<file path="src/rtl/instr_enc_pkg.sv">
// Instruction-encoding constants shared by the encoder, the control unit and the testbench:
// op_kind encoding, opcode values and the 2-entry FIFO fill states.
package instr_enc_pkg;

    typedef enum logic [2:0] {
        OPK_R    = 3'd0,
        OPK_LW   = 3'd1,
        OPK_SW   = 3'd2,
        OPK_BEQ  = 3'd3,
        OPK_ADDI = 3'd4,
        OPK_J    = 3'd5
    } op_kind_e;

    localparam logic [5:0] OPC_R    = 6'h00;
    localparam logic [5:0] OPC_LW   = 6'h23;
    localparam logic [5:0] OPC_SW   = 6'h2B;
    localparam logic [5:0] OPC_BEQ  = 6'h04;
    localparam logic [5:0] OPC_ADDI = 6'h08;
    localparam logic [5:0] OPC_J    = 6'h02;

    localparam logic [31:0] NOP_WORD = 32'h0000_0000;

    typedef enum logic [1:0] {
        FILL_EMPTY = 2'd0,
        FILL_ONE   = 2'd1,
        FILL_FULL  = 2'd2
    } fill_e;

    // op_kind 6 and 7 are reserved and have no encoding.
    function automatic logic is_legal_kind(input logic [2:0] kind);
        return kind <= 3'd5;
    endfunction

endpackage

</file>
<file path="src/rtl/enc_fifo2.sv">
// Two-entry first-word-fall-through buffer; the fill level (EMPTY/ONE/FULL) is the FSM state.
module enc_fifo2
    import instr_enc_pkg::*;
#(
    parameter int DATA_W = 32
) (
    input  logic              clk,
    input  logic              arst,
    input  logic              push,
    input  logic              pop,
    input  logic [DATA_W-1:0] din,
    output logic [DATA_W-1:0] dout,
    output logic              not_full,
    output logic              not_empty
);

    fill_e             state;
    fill_e             next_state;
    logic [DATA_W-1:0] head;
    logic [DATA_W-1:0] tail;
    logic              do_push;
    logic              do_pop;

    always_ff @(posedge clk or posedge arst) begin
        if (arst) begin
            state <= FILL_EMPTY;
        end else begin
            state <= next_state;
        end
    end

    always_comb begin
        next_state = state;
        not_full   = 1'b1;
        not_empty  = 1'b0;
        do_push    = 1'b0;
        do_pop     = 1'b0;
        case (state)
            FILL_EMPTY: begin
                do_push = push;
                if (push) next_state = FILL_ONE;
            end
            FILL_ONE: begin
                not_empty = 1'b1;
                do_push   = push;
                do_pop    = pop;
                if (push && !pop) begin
                    next_state = FILL_FULL;
                end else if (!push && pop) begin
                    next_state = FILL_EMPTY;
                end
            end
            FILL_FULL: begin
                not_full  = 1'b0;
                not_empty = 1'b1;
                do_pop    = pop;
                if (pop) next_state = FILL_ONE;
            end
            default: next_state = FILL_EMPTY;
        endcase
    end

    // head is always the oldest word; tail only holds data while FULL.
    always_ff @(posedge clk or posedge arst) begin
        if (arst) begin
            head <= '0;
            tail <= '0;
        end else if (do_pop) begin
            if (state == FILL_FULL) begin
                head <= tail;
            end else if (do_push) begin
                head <= din;
            end
        end else if (do_push) begin
            if (state == FILL_EMPTY) begin
                head <= din;
            end else begin
                tail <= din;
            end
        end
    end

    assign dout = head;

endmodule

</file>
<file path="src/rtl/instr_encoder.sv">
// MIPS-style instruction encoder feeding an instruction-memory write port through a 2-entry FIFO.
// Define ENC_ILLEGAL_TRAP_EN to trap op_kind 6-7 into a sticky err flag instead of emitting a NOP.
module instr_encoder
    import instr_enc_pkg::*;
#(
    parameter int ADDR_W = 8
) (
    input  logic              clk,
    input  logic              arst,
    input  logic              in_valid,
    output logic              in_ready,
    input  logic [2:0]        op_kind,
    input  logic [4:0]        rs,
    input  logic [4:0]        rt,
    input  logic [4:0]        rd,
    input  logic [4:0]        shamt,
    input  logic [5:0]        funct,
    input  logic [15:0]       imm,
    input  logic [25:0]       target,
    input  logic              base_load,
    input  logic [ADDR_W-1:0] base_addr,
    output logic              out_valid,
    input  logic              out_ready,
    output logic [31:0]       out_data,
    output logic [ADDR_W-1:0] out_addr,
    output logic              err
);

    logic [31:0] enc_word;
    logic        accept;
    logic        push;
    logic        pop;
    logic        fifo_not_full;
    logic        fifo_not_empty;

    always_comb begin
        enc_word = NOP_WORD;
        case (op_kind)
            OPK_R:    enc_word = {OPC_R, rs, rt, rd, shamt, funct};
            OPK_LW:   enc_word = {OPC_LW, rs, rt, imm};
            OPK_SW:   enc_word = {OPC_SW, rs, rt, imm};
            OPK_BEQ:  enc_word = {OPC_BEQ, rs, rt, imm};
            OPK_ADDI: enc_word = {OPC_ADDI, rs, rt, imm};
            OPK_J:    enc_word = {OPC_J, target};
            default:  enc_word = NOP_WORD;
        endcase
    end

    assign in_ready  = fifo_not_full;
    assign out_valid = fifo_not_empty;
    assign accept    = in_valid & fifo_not_full;
    assign pop       = fifo_not_empty & out_ready;

`ifdef ENC_ILLEGAL_TRAP_EN
    logic illegal;

    assign illegal = ~is_legal_kind(op_kind);
    assign push    = accept & ~illegal;

    // A trapped request is still accepted (handshake completes) but never reaches the FIFO.
    always_ff @(posedge clk or posedge arst) begin
        if (arst) begin
            err <= 1'b0;
        end else if (accept && illegal) begin
            err <= 1'b1;
        end
    end
`else
    assign push = accept;
    assign err  = 1'b0;
`endif

    enc_fifo2 #(
        .DATA_W(32)
    ) u_fifo (
        .clk      (clk),
        .arst     (arst),
        .push     (push),
        .pop      (pop),
        .din      (enc_word),
        .dout     (out_data),
        .not_full (fifo_not_full),
        .not_empty(fifo_not_empty)
    );

    // A base load wins over the post-pop increment so software can retarget mid-stream.
    always_ff @(posedge clk or posedge arst) begin
        if (arst) begin
            out_addr <= '0;
        end else if (base_load) begin
            out_addr <= base_addr;
        end else if (pop) begin
            out_addr <= out_addr + ADDR_W'(1);
        end
    end

endmodule

</file>
<file path="config.mk">
export PLATFORM = sky130hd
export DESIGN_NAME = instr_encoder
export DESIGN_NICKNAME = d
export VERILOG_FILES = /design/src/rtl/instr_enc_pkg.sv /design/src/rtl/enc_fifo2.sv /design/src/rtl/instr_encoder.sv
export SDC_FILE = /design/constraint.sdc
export NUM_CORES = 1
export LEC_CHECK = 0
export CORE_UTILIZATION = 45
export DETAILED_ROUTE_END_ITERATION = 12
export PLACE_DENSITY = 0.86
export SLEW_MARGIN = 40
export SYNTH_ARGS = -nofsm -noshare
export SYNTH_HDL_FRONTEND = slang
export SYNTH_SLANG_ARGS = --single-unit
export TNS_END_PERCENT = 1
</file>
<file path="constraint.sdc">
create_clock -name clk -period 3.1 [get_ports clk]
set_input_delay 0.62 -clock clk [delete_from_list [all_inputs] [get_ports clk]]
set_output_delay 0.62 -clock clk [all_outputs]
set_load 0.01 [all_outputs]
</file>
# Yosys cells after proc, flatten, opt, wreduce, memory -nomap -nowiden
# Index checks and enable logic that the tools add are counted.
# classes
add_sub_neg	1
n_eq_ne	10
mux	17
bitwise_logic	4
reduce_logical	15
# op_table
operator	n
$pmux 32 s6	1
$mux 32	5
$mux 8	2
$reduce_and 3->1	3
$add 8x1->8 const B	1
$mux 2	4
$reduce_bool 2->1	4
$eq 3x2->1 const B	2
$eq 3x3->1 const B	2
$pmux 2 s3	1
$mux 1	4
$ne 2x1->1 const B	2
$reduce_or 2->1	2
$eq 3x1->1 const B	1
$logic_not 3->1	1
$ne 3x1->1 const B	1
$and 1x1->1	2
$eq 2x1->1 const B	1
$eq 2x2->1 const B	1
$logic_and 1x1->1	2
$logic_not 1->1	2
$logic_not 2->1	1
$not 1->1	2
# word_totals
register_bits	74
out_inout_bits	43
word_cells	51

# Depth between registers and ports, before layout
# logic_depth
word_depth	8
depth_mapped	8
depth_no_buf	6

# By module
# From an unflattened synthesis, not the netlist that was laid out.
# unflattened
cells_unflattened	365
hier_area_um2	4165.2
# modules_own_cells
mod	n_inst	cells_each	area_per_inst_um2	seq_area_each_um2
enc_fifo2	1	194	2962.8	1651.6
instr_encoder	1	171	1202.4	200.2

# Least setup slack after synthesis
# Ideal clock, no wire load.
# synth_timing
path_kind	reg-to-reg
from	register u_fifo.state[1]
to	register u_fifo.head[0] (netlist: u_fifo.dout[0])
setup_ns	0.132
arrival_time_ns	1.651
required_ns	2.968
slack_ns	1.316
stages_incl_launch_ff	9
n_path_buf	2
path_cell_list	dfrtp_1 > inv_1 > ha_1 > nand2_2 > a2bb2oi_1 > buf_4 > buf_4 > a22oi_1 > o21ai_1
# synth_between
elab_chain_cells	7
word_cells_on_any_way	17
cone_classes	eq/ne: 2; mux: 6; bitwise: 2; reduce/logical: 7
# synth_lines
element	line	rtl
start, declared	enc_fifo2.sv:17	fill_e state;
start signal, assigned	enc_fifo2.sv:28	state <= next_state;
$eq 2x1->1 or $eq 2x2->1 (tied branches)	enc_fifo2.sv:38	case (state)
$reduce_or 2->1 (no line) *	-	
$mux 1 *	enc_fifo2.sv:38	
net out_valid	instr_encoder.sv:22	output logic out_valid,
$and 1x1->1 *	instr_encoder.sv:52	assign pop = fifo_not_empty & out_ready;
$mux 1 *	enc_fifo2.sv:38	
$reduce_bool 2->1 (no line)	-	
$reduce_and 3->1 (no line)	-	
end signal, assigned	enc_fifo2.sv:70	head <= tail;
end signal, assigned	enc_fifo2.sv:72	head <= din;
end signal, assigned	enc_fifo2.sv:76	head <= din;
end, declared	enc_fifo2.sv:19	logic [DATA_W-1:0] head;
# The timed path passes the listed nets; every way through them passes the cells marked *.
# A chain may end at the register's enable or synchronous reset.

# Worst setup path after layout
# layout_timing
from	register u_fifo.state[1]
to	output out_valid
# layout_between
elab_chain_cells	3
word_cells_on_any_way	4
cone_classes	eq/ne: 2; mux: 1; reduce/logical: 1
# layout_lines
element	line
$eq 2x1->1 or $eq 2x2->1 (tied branches)	enc_fifo2.sv:38
$reduce_or 2->1 (no line) *	-
$mux 1 *	enc_fifo2.sv:38
end, declared	instr_encoder.sv:22
# Mark *: on every way between the ends. The rest lies on a longest branch, timed or not.

==> flow_summary.toml <==
[status]
status = "completed"

[power]
p_leak_nw = 2.18
seqPwrFrac_pct = 38.3
p_clk_share_pct = 18.9
power_w = 0.00393
sw_frac_of_total_pct = 36.0
switchingPower_w = 0.00141
powerDensity_mw_per_mm2 = 751
p_int_w = 0.00251
combPwrFrac_pct = 42.8
vdd_drop_max_mv = 0.403

[synth]
post_synth_mux_area_share_pct = 6.32
synth_simple_gate_area_share_pct = 8.01
async_flop_share_pct = 100
synthDistinctLibCells = 41
netlist_instances = 365
ys_ff_latch = 70
yosys-top-cells-area = "dfrtp_1, a22oi_1, o21ai_1"
synth_xor_area_share_pct = 1.89
synthFlopType = "dfrtp_1"
synth_warnings = 0
yosysMostFrequentCell = "dfrtp_1"
synth_fa_ha_area_share_pct = 1.69
ys_seq_area_share_pct = 47.3
yosysTopAreaCell = "dfrtp_1"
synthTopCellsByCount = "dfrtp_1, o21ai_1, nand2_1"
synth_compound_area_share_pct = 28.7
syn_area_sq_mm = 0.00370
syn_avg_cell_area_sq_um = 10.1
synth_top_area_share_pct = 47.3
synth_edf_count = 0
synth_top_family_by_area = "compound AO/OA/AOI/OAI gates"

[drt]
vias = 3503
drcViolationCount = 0
vias_per_cell = 5.95
ant_nets = 0
wirelength_microns = 10600
avgRoutedWirePerCell_microns = 18.1
drtIter0Drc = 323
drt_pass1_iterations = 5

[critical_path]
worstPathCellList = "inv_1, ha_1, clkdlybuf4s50_1"
cp_max_fo = 7
cp.buffers_inverters = 2
r2r_start = "u_fifo.state[0]"
worstSetupStartpoint = "u_fifo.state[1]"
critPathLaunchType = "register"
arrival_ps = 1790
crit_required_ps = 2480
critPathKind = "reg2out"
critPathMaxStageDelay_ps = 580
cp_top_family = "buffers and inverters"
critPathSlowestCell = "clkdlybuf4s50_1"
worst_setup_path_end_kind = "primary output"

[min_path]
hold_class = "reg2reg"
hold_path.startpoint = "u_fifo.tail[24]"

[grt]
antenna_found_initial = 0
grt_pass1_vias = 3517
globalRouteTotalUtil_pct = 25.7
grt_max_degree = 58
grt_pass1_wl_microns = 17200
grt.overflow.total = 0

[timing]
worst_pin_slew_ps = 752
layout_min_cycle_time_ps = 2410
fin_ws_ps = 688
min_period_over_period_pct = 77.8
slew_violations = 0
rsz0062_at_grt = "no"
tns_ps = 0
hold_viol_final = 0
fin_hold_ws_ps = 492
fmax_mhz = 415
setup_violations = 0
slew-limit-headroom_pct = 49.8
fin_skew_ps = 7.95

[floorplan]
rows = 32
dieArea_sq_mm = 0.00860
ios = 127
die_h_microns = 92.7
die_w_microns = 92.7
initial_utilization_pct = 47.2
core-area_sq_mm = 0.00785

[final_layout]
fillers = 638
fin_nets = 571
area_growth_syn_to_layout_pct = 41.1
diodes = 0
drive_gt1_share_pct = 11.1
instances_no_fill = 589

[clock_network]
cts.repair.resized = 0
holdBufCountCts = 0
cts_max_level = 3
cts_num_sinks = 70
path_clk_slew_ps = 80
clk_path_buf_depth = 2
root_buffer = "clkbuf_8"
cts_buffers = 9
post_cts_buffers = 0
clock_latency_ps = 350
cts_tree = "yes"

[place]
gp_congestion = 0.836
dp.final_hpwl_microns = 7470
portBuffers = 124
preCtsSetupSlack_ps = 489
place_inst = 573

[flow_run]
drv_cap = 0
[cell type report]
class	instances	area, sq um	share of cell area (%)
timing repair buffer	137	1360	26.1
inverter	10	41.3	0.790
clock buffer	9	124	2.37
clock inverter	7	73.8	1.41
multi-input combinational	254	1750	33.4
tap	102	128	2.44
sequential	70	1750	33.5
[worst register-to-register path: cells and delay by family, from the launching register on]
family	cells	cell delay (ps)
AOI/OAI and AO/OA	3	790
adders and majority gates	1	380
buffers and inverters	2	390
DFF	1	390
and+or+nand+nor	1	180
[sequential cells by signal (all words and copies together), names as in the netlist]
name and flops:
u_fifo.dout 30, u_fifo.tail 30, out_addr 8, u_fifo.state 2
[power by group through the flow]
stage / clock [W] / sequential [W] / combinational, W
after floorplan: 0 / 0.00155 / 0.000857
after global placement: 0 / 0.00150 / 0.00162
after detailed placement: 0 / 0.00151 / 0.00168
after CTS: 0.000746 / 0.00150 / 0.00169
after global routing: 0.000784 / 0.00154 / 0.00184
final: 0.000740 / 0.00150 / 0.00168
[cells by family after synthesis]
kind of cell    after synthesis
simple gates                 65
mux                          21
other cells                   1
compound gates              153
flops                        70
fa+ha+maj                     5
xor+xnor                      8
buf+inv                      42
[layer usage]
layer / track usage, % / vias up / part of all wire (%)
met5: 0 / - / 0
met4: 11.2 / 0 / 2.2
met3: 4.11 / 23 / 7.6
met2: 43.3 / 167 / 50
met1: 32.6 / 1703 / 40
li1: - / 1610 / -
[worst paths after layout]
path | cells after the start | endpoint | slack [ps]
max in group asynchronous | 3 | u_fifo.dout[10] | 1860
worst max-delay path | 3 | out_valid | 690
worst max register to register | 7 | u_fifo.dout[23] | 890
worst min-delay path | 2 | u_fifo.tail[24] | 490
min in group asynchronous | 2 | u_fifo.state[0] | 640
worst min register to register | 2 | u_fifo.tail[24] | 490
[stage by stage]
| stage | util, % | instance area (sq um) |
|---|---|---|
| floorplan | - | 3710 |
| global placement | 64.0 | 5030 |
| detailed placement | 64.1 | 5030 |
| CTS | 66.6 | 5230 |
| global route | 66.6 | 5230 |
| finish | 66.6 | 5230 |
[cells in the final DEF, fill, tap and decap left out, types with 8 or more instances in the layout]
master,synthesis,final
o21ai_1,48,47
clkdlybuf4s50_1,0,124
buf_4,6,11
dfrtp_1,70,70
a22o_1,16,16
a2bb2oi_1,11,10
a22oi_1,36,36
o21ai_0,15,15
clkbuf_8,0,9
a222oi_1,16,16
inv_1,9,8
mux2_2,15,15
nand2_1,40,40
Power figures use the tool's default switching activity.
